## src/rtl/riscv_imm_pkg.sv

```systemverilog
// Shared types and opcode constants for the immediate-decode stage.
// The entry struct is sized for the widest datapath; narrower builds use the low bits.
package riscv_imm_pkg;

    localparam int XLEN_MAX = 64;

    localparam logic [6:0] OPCODE_LOAD     = 7'b0000011;
    localparam logic [6:0] OPCODE_LOAD_FP  = 7'b0000111;
    localparam logic [6:0] OPCODE_OP_IMM   = 7'b0010011;
    localparam logic [6:0] OPCODE_AUIPC    = 7'b0010111;
    localparam logic [6:0] OPCODE_STORE    = 7'b0100011;
    localparam logic [6:0] OPCODE_STORE_FP = 7'b0100111;
    localparam logic [6:0] OPCODE_LUI      = 7'b0110111;
    localparam logic [6:0] OPCODE_BRANCH   = 7'b1100011;
    localparam logic [6:0] OPCODE_JALR     = 7'b1100111;
    localparam logic [6:0] OPCODE_JAL      = 7'b1101111;

    typedef enum logic [2:0] {
        IMM_NONE = 3'd0,
        IMM_I    = 3'd1,
        IMM_S    = 3'd2,
        IMM_B    = 3'd3,
        IMM_U    = 3'd4,
        IMM_J    = 3'd5
    } imm_fmt_e;

    typedef struct packed {
        logic [31:0]         inst;
        logic [XLEN_MAX-1:0] pc;
        logic [XLEN_MAX-1:0] imm;
        imm_fmt_e            fmt;
        logic [XLEN_MAX-1:0] target;
        logic                illegal;
    } imm_entry_t;

endpackage

```

## src/rtl/imm_decode_comb.sv

```systemverilog
// Combinational immediate extraction and pc+imm target for one instruction.
// Compressed immediates are decoded only when IMMGEN_RVC_EN is defined.
module imm_decode_comb
    import riscv_imm_pkg::*;
#(
    parameter int XLEN = 32
) (
    input  logic [31:0]     i_inst,
    input  logic [XLEN-1:0] i_pc,
    output logic [XLEN-1:0] o_imm,
    output logic [2:0]      o_fmt,
    output logic [XLEN-1:0] o_target,
    output logic            o_illegal
);

    logic [6:0]      w_opcode;
    logic            w_sign;
    logic [31:0]     w_imm32;
    logic [XLEN-1:0] w_imm;
    imm_fmt_e        w_fmt;
    logic            w_hasTarget;
    logic            w_illegal;

    assign w_opcode = i_inst[6:0];
    assign w_sign   = i_inst[31];

    always_comb begin
        w_fmt       = IMM_NONE;
        w_imm32     = '0;
        w_hasTarget = 1'b0;
        w_illegal   = 1'b0;
        if (i_inst[1:0] == 2'b11) begin
            case (w_opcode)
                OPCODE_LOAD, OPCODE_LOAD_FP, OPCODE_OP_IMM, OPCODE_JALR: begin
                    w_fmt   = IMM_I;
                    w_imm32 = {{20{w_sign}}, i_inst[31:20]};
                end
                OPCODE_STORE, OPCODE_STORE_FP: begin
                    w_fmt   = IMM_S;
                    w_imm32 = {{20{w_sign}}, i_inst[31:25], i_inst[11:7]};
                end
                OPCODE_BRANCH: begin
                    w_fmt       = IMM_B;
                    w_imm32     = {{19{w_sign}}, w_sign, i_inst[7], i_inst[30:25], i_inst[11:8], 1'b0};
                    w_hasTarget = 1'b1;
                end
                OPCODE_LUI: begin
                    w_fmt   = IMM_U;
                    w_imm32 = {i_inst[31:12], 12'b0};
                end
                OPCODE_AUIPC: begin
                    w_fmt       = IMM_U;
                    w_imm32     = {i_inst[31:12], 12'b0};
                    w_hasTarget = 1'b1;
                end
                OPCODE_JAL: begin
                    w_fmt       = IMM_J;
                    w_imm32     = {{11{w_sign}}, w_sign, i_inst[19:12], i_inst[20], i_inst[30:21], 1'b0};
                    w_hasTarget = 1'b1;
                end
                default: ;
            endcase
        end else begin
`ifdef IMMGEN_RVC_EN
            // Case key is {quadrant, funct3}; C.ADDI16SP shares C.LUI's funct3 and is rejected.
            case ({i_inst[1:0], i_inst[15:13]})
                5'b01_000, 5'b01_010: begin
                    w_fmt   = IMM_I;
                    w_imm32 = {{26{i_inst[12]}}, i_inst[12], i_inst[6:2]};
                end
                5'b01_011: begin
                    if (i_inst[11:7] != 5'd2) begin
                        w_fmt   = IMM_U;
                        w_imm32 = {{14{i_inst[12]}}, i_inst[12], i_inst[6:2], 12'b0};
                    end else begin
                        w_illegal = 1'b1;
                    end
                end
                5'b01_001, 5'b01_101: begin
                    w_fmt       = IMM_J;
                    w_imm32     = {{20{i_inst[12]}}, i_inst[12], i_inst[8], i_inst[10:9], i_inst[6],
                                   i_inst[7], i_inst[2], i_inst[11], i_inst[5:3], 1'b0};
                    w_hasTarget = 1'b1;
                end
                5'b01_110, 5'b01_111: begin
                    w_fmt       = IMM_B;
                    w_imm32     = {{23{i_inst[12]}}, i_inst[12], i_inst[6:5], i_inst[2],
                                   i_inst[11:10], i_inst[4:3], 1'b0};
                    w_hasTarget = 1'b1;
                end
                5'b00_010: begin
                    w_fmt   = IMM_I;
                    w_imm32 = {25'b0, i_inst[5], i_inst[12:10], i_inst[6], 2'b0};
                end
                5'b00_110: begin
                    w_fmt   = IMM_S;
                    w_imm32 = {25'b0, i_inst[5], i_inst[12:10], i_inst[6], 2'b0};
                end
                default: w_illegal = 1'b1;
            endcase
`else
            w_illegal = 1'b1;
`endif
        end
    end

    assign w_imm     = XLEN'($signed(w_imm32));
    assign o_imm     = w_imm;
    assign o_fmt     = w_fmt;
    assign o_target  = w_hasTarget ? (i_pc + w_imm) : '0;
    assign o_illegal = w_illegal;

endmodule

```

## src/rtl/immediate_decode_stage.sv

```systemverilog
// Registered immediate-decode stage with a main entry and a skid entry (2-deep FIFO).
// Optional compressed-immediate decode is enabled by defining IMMGEN_RVC_EN.
module immediate_decode_stage
    import riscv_imm_pkg::*;
#(
    parameter int XLEN = 32
) (
    input  logic            clock,
    input  logic            reset_n,
    input  logic            flush,
    input  logic            in_valid,
    output logic            in_ready,
    input  logic [31:0]     in_inst,
    input  logic [XLEN-1:0] in_pc,
    output logic            out_valid,
    input  logic            out_ready,
    output logic [31:0]     out_inst,
    output logic [XLEN-1:0] out_pc,
    output logic [XLEN-1:0] out_imm,
    output logic [2:0]      out_fmt,
    output logic [XLEN-1:0] out_target,
    output logic            out_illegal
);

    localparam logic [XLEN_MAX-1:0] HI_MASK = ~({XLEN_MAX{1'b1}} >> (XLEN_MAX - XLEN));

    imm_entry_t      r_main;
    imm_entry_t      r_skid;
    logic            r_mainValid;
    logic            r_skidValid;

    imm_entry_t      w_decoded;
    logic [XLEN-1:0] w_decImm;
    logic [2:0]      w_decFmt;
    logic [XLEN-1:0] w_decTarget;
    logic            w_decIllegal;
    logic            w_accept;
    logic            w_mainFree;
    logic            w_unused_hi;

    imm_decode_comb #(
        .XLEN(XLEN)
    ) u_decode (
        .i_inst    (in_inst),
        .i_pc      (in_pc),
        .o_imm     (w_decImm),
        .o_fmt     (w_decFmt),
        .o_target  (w_decTarget),
        .o_illegal (w_decIllegal)
    );

    always_comb begin
        w_decoded         = '0;
        w_decoded.inst    = in_inst;
        w_decoded.pc      = XLEN_MAX'(in_pc);
        w_decoded.imm     = XLEN_MAX'(w_decImm);
        w_decoded.fmt     = imm_fmt_e'(w_decFmt);
        w_decoded.target  = XLEN_MAX'(w_decTarget);
        w_decoded.illegal = w_decIllegal;
    end

    assign in_ready   = !r_skidValid && !flush;
    assign w_accept   = in_valid && in_ready;
    assign w_mainFree = !r_mainValid || out_ready;

    // When the main entry drains, the skid entry moves up and the skid takes any new input.
    always_ff @(posedge clock or negedge reset_n) begin
        if (!reset_n) begin
            r_main      <= '0;
            r_skid      <= '0;
            r_mainValid <= 1'b0;
            r_skidValid <= 1'b0;
        end else if (flush) begin
            r_mainValid <= 1'b0;
            r_skidValid <= 1'b0;
        end else if (w_mainFree) begin
            if (r_skidValid) begin
                r_main      <= r_skid;
                r_mainValid <= 1'b1;
                r_skidValid <= w_accept;
                if (w_accept) begin
                    r_skid <= w_decoded;
                end
            end else begin
                r_mainValid <= w_accept;
                if (w_accept) begin
                    r_main <= w_decoded;
                end
            end
        end else if (w_accept) begin
            r_skid      <= w_decoded;
            r_skidValid <= 1'b1;
        end
    end

    assign out_valid   = r_mainValid;
    assign out_inst    = r_main.inst;
    assign out_pc      = r_main.pc[XLEN-1:0];
    assign out_imm     = r_main.imm[XLEN-1:0];
    assign out_fmt     = r_main.fmt;
    assign out_target  = r_main.target[XLEN-1:0];
    assign out_illegal = r_main.illegal;

    assign w_unused_hi = |((r_main.pc | r_main.imm | r_main.target) & HI_MASK);

endmodule
```

## config.mk

```make
export PLATFORM = sky130hd
export DESIGN_NAME = immediate_decode_stage
export DESIGN_NICKNAME = d
export VERILOG_FILES = /design/src/rtl/riscv_imm_pkg.sv /design/src/rtl/imm_decode_comb.sv /design/src/rtl/immediate_decode_stage.sv
export SDC_FILE = /design/constraint.sdc
export NUM_CORES = 1
export LEC_CHECK = 0
export CAP_MARGIN = 20
export CORE_MARGIN = 5
export CORE_UTILIZATION = 35
export DETAILED_ROUTE_END_ITERATION = 10
export SYNTH_ARGS = -nofsm -noshare
export SYNTH_HDL_FRONTEND = slang
export SYNTH_SLANG_ARGS = --single-unit
```

## constraint.sdc

```tcl
create_clock -name clock -period 2.4 [get_ports clock]
set_clock_uncertainty 0.1 [all_clocks]
set_input_delay 0.24 -clock clock [delete_from_list [all_inputs] [get_ports clock]]
set_output_delay 0.24 -clock clock [all_outputs]
set_load 0.005 [all_outputs]
```

==> flow_summary.ini, run 1 <==
[status]
violations = negative hold slack, negative setup slack
outcome = complete, but fails checks

[synth]
ys_top_cells_by_area = dfrtp_1 (51%), mux2_2 (6.7%), o21ai_0 (6.3%), mux2i_1 (6.0%), nand2_1 (5.7%)
synth-main-ff-cell = dfrtp_1
synth.distinct_cells = 66
async_reset_ff_frac = 1.00
ys_ff_latch = 266
synth_simple_gate_area_share = 0.112
synth_top_family_by_area = compound AO/OA/AOI/OAI gates
synthMuxAreaShare = 0.127
synth_top_area_share = 0.506
syn_nets = 1420
synth_compound_area_frac = 0.170
synth-edff-count = 0
synthMostInstantiatedCell = dfrtp_1
ys.warnings.count = 0
syn_inst = 1319
avgSynthCellArea_sq_um = 9.97
synthXorXnorAreaFrac = 0.0186
yosys.area.top_type = dfrtp_1
ys_seq_area_frac = 0.506
synth_commonest_cells = dfrtp_1 (266), nand2_1 (201), o21ai_0 (166)
synth_adder_area_share = 0.0310
syn_area_sq_um = 13200

[die]
top_level_ports = 203
die_w_um = 204
start_util = 0.352
die-area_sq_um = 41600
core_area_sq_um = 37400
fp.dieH_um = 204
row_count = 71

[power_and_ir_drop]
fin_total_pwr_mw = 12.6
powerDensity_nw_per_um2 = 630
vdd_ir_drop_max_uv = 579
leakagePower_nw = 8.81

[final_layout]
drive_gt1_frac = 0.324
final_nets = 1819
postLayoutCellArea_sq_um = 20000
area_delta_synth_final_pct = 52.1
finish.utilization = 0.535
fillers = 3288
n_antenna_cell = 0

[worst_setup_path]
arrival_ns = 3.47
required_ns = 2.75
endpoint_kind = register
critPathKind = in -> reg
regToRegSetupSlack_ns = 0.45
critPathMaxFanout = 5
critPathLaunch = in_inst[6]
r2r-start = out_valid$_DFFE_PN0P_
start_kind = primary input

[timing]
slew_headroom = 0.537
worst_slew_pin_slew_ns = 0.692
finalCritPeriodShare = 1.30
finalHoldViolCount = 1
drv_slew = 0
setup_viol = 54
fmax_mhz = 321
whs_ns = -0.0120
fin_ws_ns = -0.719
rsz0062_at_grt = yes
min_period_ns = 3.12

[placement]
placed_area_sq_um = 17600
dp_hpwl_um = 30800
globalplace.congestion = 0.904
io_buffers = 202
dp_worst_setup_slack_ns = -1.73

[clock_tree]
h-tree-depth = 1
cts.sinks = 266
clock_latency_ns = 0.57
cts_tree = done
max-clock-path-buffers = 3
root_buffer = clkbuf_16
numCtsBuffers = 30
clk_pin_slew_ns = 0.06

[route]
route.detailed.drc = 0
avgViaCountPerCell = 5.00
vias = 11300
drt_iter0_drc = 489
routedWlPerCell_um = 18.9
wirelength_um = 42500
ant_nets = 0
first_pass_iters = 6

[flow_run]
drv_cap = 0

[global_routing]
grt_pass1_wl_um = 66300
antenna_found_initial = 0
grt_start_max_net_pins = 86
overflow = 0
grt_usage = 0.199
first_global_vias = 11600

[hold_path]
worstHoldStart = in_inst[0]
hold_path.class = in -> reg
==> cell families (layout without fill, tap and decap cells) <==
kind of cell / Yosys count / in the layout
xor+xnor: 28 / 28
fa+ha+maj: 32 / 32
mux: 157 / 157
compound gates: 372 / 372
buf+inv: 119 / 541
flops: 266 / 266
simple gates: 345 / 345
==> sequential cells by signal, indices dropped and copies added (netlist names) <==
register / cells
out_fmt: 3
out_illegal: 1
out_imm: 32
out_inst: 32
out_pc: 32
out_target: 32
out_valid: 1
r_skid: 132
r_skidValid: 1
==> area by class of cell <==
class                           instances  area (sq um)  area share
Multi-Input combinational cell        934          7260       0.363
Sequential cell                       266          6660       0.333
Timing Repair Buffer                  454          4260       0.213
Clock buffer                           44           883      0.0442
Tap cell                              511           639      0.0320
Clock inverter                         11           183     0.00913
Inverter                               32           123     0.00613
==> where the power goes <==
part	total (mW)	switching, mW	internal (mW)	leakage (nW)
clock	4.89	1.91	2.98	0.522
combinational	2.38	1.06	1.32	4.84
sequential	5.34	0.298	5.05	3.45
==> repair_timing <==
action	in CTS	in global routing
gates resized for setup	126	85
endpoints found under the hold margin	166	3
buffers inserted	29	19
setup endpoints to repair	61	57
hold buffers	5	2
pin swaps	83	74
==> layout by cell type (no fill, tap or decap), drive strengths merged, types with 3 or more instances in the layout <==
cell,synthesis,layout
a21oi,92,92
bufinv,0,4
inv,32,32
nor2,73,73
nand3,6,6
a211oi,4,4
a221oi,9,9
o311ai,3,3
a22oi,8,8
or3,4,4
dfrtp,266,266
nor3b,3,3
dlygate4sd3,0,7
a31oi,6,6
ha,31,31
and2,3,3
clkinv,0,6
a2111oi,3,3
mux2,78,78
o31ai,18,18
xor2,9,9
nand2b,6,6
o211ai,8,8
a22o,7,7
mux2i,79,79
nand2,201,201
o21a,9,9
xnor2,19,19
a221o,3,3
nor2b,7,7
and3,9,9
buf,14,251
clkdlybuf4s50,0,194
a21o,18,18
clkbuf,73,46
o21ai,176,176
nor3,20,20
==> worst max-delay path: stages <==
cell	delay, ns
buf_6	0.10
and3b_2	0.24
buf_6	0.13
and3_4	0.16
or2_4	0.28
a22oi_2	0.25
inv_2	0.10
ha_4	0.30
nand2_4	0.06
o211ai_1	0.30
a22oi_2	0.15
buf_4	0.16
o311ai_4	0.22
buf_6	0.17
a41oi_2	0.10
xnor2_1	0.17
a221oi_1	0.25
nor2_1	0.08
==> metal layers <==
layer / track usage / vias up / wire length, um
met5: 0 / - / 0
met4: 0.0569 / 0 / 1200
li1: - / 5430 / -
met2: 0.324 / 245 / 20100
met1: 0.272 / 5523 / 19000
met3: 0.0405 / 65 / 2250
==> metrics by stage <==
| step | hold WS, ns | setup TNS [ns] | std cells |
|---|---|---|---|
| finish | -0.0120 | -26.69 | 2252 |
| global route | 0.0504 | -32.95 | 2252 |
| CTS | 0.00682 | -25.27 | 2233 |
| detailed placement | 0.135 | -95.11 | 2149 |
| global placement | 0.134 | -91.42 | 2149 |
| floorplan | -0.156 | -39.64 | 1319 |
==> path summary, 6_finish.rpt <==
| path | endpoint | cells after the start |
|---|---|---|
| worst max register to register | out_target[9]$_DFFE_PN0P_ | 6 |
| min in group asynchronous | out_imm[12]$_DFFE_PN0P_ | 2 |
| worst min register to register | out_illegal$_DFFE_PN0P_ | 2 |
| worst min-delay path | out_inst[0]$_DFFE_PN0P_ | 3 |
| max in group asynchronous | r_skid[207]$_DFFE_PN0P_ | 3 |
| worst max-delay path | out_target[22]$_DFFE_PN0P_ | 18 |
No activity file was read; power rests on OpenSTA's default activity.
==> inputs of run 2 (changes only) <==
CORE_UTILIZATION = 49   (was 35)
PLACE_DENSITY = 0.77   (was not set)
SETUP_SLACK_MARGIN = 0.3   (was not set)
clock period = 2.77 ns   (was 2.4 ns; I/O delays follow)
==> run 2 against run 1 <==
  * Register-to-register slack improved by 0.25 ns
  * Via count rose by 5.2%
  * The run still ends with negative hold slack, negative setup slack left
  * Clock power fell by 21%
  * Global-route usage grew 6.0 points
  * Final area is 3.1% lower
  * Critical path type unchanged
  * Die area is 27% lower
  * Combinational power fell by 14%
==> flow_summary.ini, run 2 (same netlist as run 1, synthesis figures left out) <==
[clock_tree]
clock_latency_ns = 0.57
clk_pin_slew_ns = 0.06
cts_tree = done
cts.sinks = 266
h-tree-depth = 1
root_buffer = clkbuf_16
max-clock-path-buffers = 3
numCtsBuffers = 29

[flow_run]
drv_cap = 0

[timing]
fmax_mhz = 303
tns_ns = -14.45
worst_slew_pin_slew_ns = 0.738
setup_viol = 49
whs_ns = -0.00183
rsz0062_at_grt = yes
drv_slew = 0
slew_headroom = 0.508
min_period_ns = 3.30
fin_ws_ns = -0.534
finalCritPeriodShare = 1.19
finalHoldViolCount = 1

[power_and_ir_drop]
vdd_ir_drop_max_uv = 483
powerDensity_nw_per_um2 = 543
leakagePower_nw = 8.67

[die]
die_w_um = 174
row_count = 60
top_level_ports = 203
fp.dieH_um = 174
die-area_sq_um = 30200
core_area_sq_um = 26700
start_util = 0.492

[final_layout]
drive_gt1_frac = 0.313
largest_reg_flops = 132
regArea_sq_um = 6660
postLayoutCellArea_sq_um = 19400
finish.utilization = 0.725
layout_common_cells = dfrtp_1 (265), buf_4 (199), clkdlybuf4s50_1 (194), nand2_1 (192), o21ai_0 (128)
final_common_cell = dfrtp_1
area_delta_synth_final_pct = 47.3
multi_input_area_sq_um = 7150
fillers = 1778
final_nets = 1806
top_register = r_skid

[global_routing]
antenna_found_initial = 2
first_global_vias = 11700
grt_start_max_net_pins = 117
grt_pass1_wl_um = 63800
overflow = 0
grt_usage = 0.259

[hold_path]
hold_path.class = in -> reg
worstHoldStart = in_inst[0]

[route]
ant_nets = 0
wirelength_um = 42500
vias = 11900
routedWlPerCell_um = 20.5
avgViaCountPerCell = 5.73
route.detailed.drc = 0
drt_iter0_drc = 947
first_pass_iters = 6

[worst_setup_path]
critPathKind = in -> reg
required_ns = 3.10
start_kind = primary input
critPathMaxFanout = 4
endpoint_kind = register
regToRegSetupSlack_ns = 0.70
critPathLaunch = in_inst[2]
r2r-start = r_skidValid$_DFFE_PN0P_
arrival_ns = 3.63

[status]
violations = negative hold slack, negative setup slack
outcome = complete, but fails checks

[placement]
dp_hpwl_um = 28800
placed_area_sq_um = 17300
io_buffers = 202
globalplace.congestion = 0.921
run 2: worst paths after layout:
kind	endpoint	cells past startpoint
min in group asynchronous	out_pc[0]$_DFFE_PN0P_	2
worst max register to register	out_inst[26]$_DFFE_PN0P_	4
worst min-delay path	out_inst[0]$_DFFE_PN0P_	3
worst min register to register	r_skid[3]$_DFFE_PN0P_	2
worst max-delay path	out_target[30]$_DFFE_PN0P_	16
max in group asynchronous	r_skid[159]$_DFFE_PN0P_	3
run 2: per-layer routing:
layer | GRT usage | part of all wire | vias to the layer above
met4 | 0.0792 | 0.042 | 2
met3 | 0.0423 | 0.066 | 116
met1 | 0.348 | 0.41 | 5843
li1 | - | - | 5410
met5 | 0 | 0.00026 | -
met2 | 0.435 | 0.49 | 483
run 2: cell type report:
class | instances | share of cell area
Multi-Input combinational cell | 934 | 0.369
Sequential cell | 266 | 0.344
Timing Repair Buffer | 442 | 0.210
Clock buffer | 35 | 0.0412
Tap cell | 341 | 0.0220
Clock inverter | 18 | 0.00807
Inverter | 32 | 0.00620
Antenna cell | 1 | 0.000129
run 2: through the flow:
step                      setup slack [ns]  hold slack (ns)  total power, mW  instances
final                               -0.534         -0.00183             10.5       2069
after floorplan                     -0.762           -0.119             5.47       1319
after global placement               -1.42            0.221             6.50       1972
after global routing                -0.593           0.0163             11.0       2069
after CTS                           -0.432          0.00534             10.5       2048
after detailed placement             -1.52            0.224             6.58       1972
run 2: timing repair:
item                                   in CTS  in global routing
buffers inserted                           17                 17
hold buffers                                5                  3
cloned                                      1                  0
endpoints found under the hold margin      80                  3
setup endpoints to repair                  61                 58
gates resized for setup                    85                106
pin swaps                                  52                 76
run 2: power breakdown:
group          internal [mW]  leakage (nW)  switching [mW]
logic                   1.11          4.74           0.926
clock network           2.17         0.472            1.67
registers               4.37          3.45           0.273
run 2: worst max-delay path, cell delays in order:
cell	delay (ns)
buf_6	0.11
buf_6	0.12
buf_4	0.15
a2111oi_4	0.37
o21a_1	0.22
a21o_1	0.22
a21o_1	0.24
ha_4	0.26
a2111oi_4	0.27
o21ai_1	0.13
a221o_1	0.31
a221o_1	0.37
nor3_4	0.16
xnor2_2	0.10
a221oi_2	0.25
nor2_1	0.06
==> inputs of run 3 (changes only) <==
CORE_UTILIZATION = 40   (was 49)
PLACE_DENSITY = not set   (was 0.77)
==> run 3 against run 2 <==
  * The run ends with negative setup slack left
  * Register-to-register slack gained 0.03 ns
  * Final cell count up 5.7%
  * Final area grew 2.3%
  * Sequential cell count unchanged
  * Setup slack better by 0.092 ns
  * Non-clock buffer count increased by 15
  * Clock power grew 5.7%
  * Global-route usage fell by 3.7 points
  * Die area up 21%
  * Power increased by 2.0%
  * Largest cell class unchanged
  * Largest power group unchanged
  * Highest routed layer unchanged
==> flow_summary.ini, run 3 (same netlist as run 1, synthesis figures left out) <==
[timing]
finalHoldViolCount = 0
rsz0062_at_grt = yes
slew_headroom = 0.486
fin_ws_ns = -0.441
finalCritPeriodShare = 1.16
tns_ns = -10.51
fmax_mhz = 311
worst_slew_pin_slew_ns = 0.771
drv_slew = 0
setup_viol = 41
whs_ns = 0.0589
min_period_ns = 3.21

[clock_tree]
cts_tree = done
clk_pin_slew_ns = 0.06
clock_latency_ns = 0.58
max-clock-path-buffers = 3
h-tree-depth = 1
root_buffer = clkbuf_16
cts.sinks = 266
numCtsBuffers = 30

[power_and_ir_drop]
leakagePower_nw = 8.74
vdd_ir_drop_max_uv = 526
powerDensity_nw_per_um2 = 541

[global_routing]
grt_usage = 0.222
first_global_vias = 11500
overflow = 0
grt_start_max_net_pins = 112
grt_pass1_wl_um = 64300
antenna_found_initial = 2

[die]
die_w_um = 191
core_area_sq_um = 32500
row_count = 66
fp.dieH_um = 191
die-area_sq_um = 36600
start_util = 0.404
top_level_ports = 203

[worst_setup_path]
start_kind = primary input
required_ns = 3.12
arrival_ns = 3.57
critPathKind = in -> reg
critPathMaxFanout = 5
endpoint_kind = register

[route]
wl_met3_um = 2080
wl_met2_um = 20000
first_pass_iters = 5
drt_iter0_drc = 537
m1WireLength_um = 18300
vias = 11200
avgViaCountPerCell = 5.13
ant_nets = 0
wirelength_um = 41300
top_layer_used = met5
route.detailed.drc = 0
routedWlPerCell_um = 18.9

[placement]
io_buffers = 202
dp.cells = 2089
globalplace.congestion = 0.873
dp_hpwl_um = 30000
placed_area_sq_um = 17600

[flow_run]
drv_cap = 0

[final_layout]
postLayoutCellArea_sq_um = 19800
finish.utilization = 0.610
drive_gt1_frac = 0.327
layout_common_cells = dfrtp_1 (265), buf_4 (216), clkdlybuf4s50_1 (194), nand2_1 (192), o21ai_0 (129)
fin_cells = 2186
top_register = r_skid
largest_reg_flops = 132
final_common_cell = dfrtp_1
area_delta_synth_final_pct = 50.8
final_nets = 1822

[status]
outcome = complete, but fails checks
violations = negative setup slack

[hold_path]
hold_path.class = in -> reg
run 3: power by group:
group | switching [mW] | internal (mW) | total (mW)
sequential | 0.257 | 4.37 | 4.63
combinational | 0.908 | 1.14 | 2.05
clock | 1.62 | 2.43 | 4.06
total | 2.79 | 7.95 | 10.7
run 3: path summary, 6_finish.rpt:
check / start / to / slack [ns] / depth (start not counted)
worst max-delay path: in_inst[3] / out_target[26]$_DFFE_PN0P_ / -0.44 / 19
worst min-delay path: in_inst[2] / out_inst[2]$_DFFE_PN0P_ / 0.06 / 3
worst max register to register: r_skidValid$_DFFE_PN0P_ / r_skid[147]$_DFFE_PN0P_ / 0.73 / 4
worst min register to register: r_skid[32]$_DFFE_PN0P_ / r_skid[32]$_DFFE_PN0P_ / 0.38 / 2
max in group asynchronous: reset_n / out_inst[22]$_DFFE_PN0P_ / 1.51 / 3
min in group asynchronous: reset_n / out_imm[13]$_DFFE_PN0P_ / 0.12 / 2
run 3: layer usage:
metal | vias up | global-route usage
met1 | 5474 | 0.301
li1 | 5439 | -
met5 | - | 0
met3 | 60 | 0.0405
met2 | 234 | 0.371
met4 | 2 | 0.0525
run 3: cell type report:
cell class,count,area (sq um)
clock inverter,9,145
clock buffer,45,867
fill,2817,12700
sequential,266,6660
antenna,1,2.50
timing repair buffer,457,4200
inverter,32,120
multi-input combinational,934,7290
tap,442,553
run 3: through the flow:
step	total power [mW]	worst slack (ns)
floorplan	5.47	-0.762
detailed placement	6.61	-1.62
global placement	6.57	-1.61
finish	10.7	-0.441
global route	11.2	-0.568
CTS	10.8	-0.473
run 3: critical path, stage by stage:
cell             delay, ns
clkdlybuf4s15_2       0.23
and2_4                0.15
and3_4                0.18
or2_4                 0.26
buf_6                 0.14
buf_4                 0.14
o21ai_4               0.18
inv_1                 0.12
ha_4                  0.30
nand2_1               0.11
nor3_2                0.22
a22oi_2               0.10
buf_6                 0.15
o311ai_4              0.24
buf_6                 0.18
a31oi_1               0.09
xnor2_1               0.17
a221oi_1              0.25
nor2_1                0.06
run 3: what timing repair did:
item / 4_1_cts / 5_1_grt
setup endpoints to repair: 61 / 57
hold buffers: 5 / 2
pin swaps: 62 / 58
resized for setup: 107 / 100
hold endpoints to repair: 89 / 4
setup buffers: 23 / 12
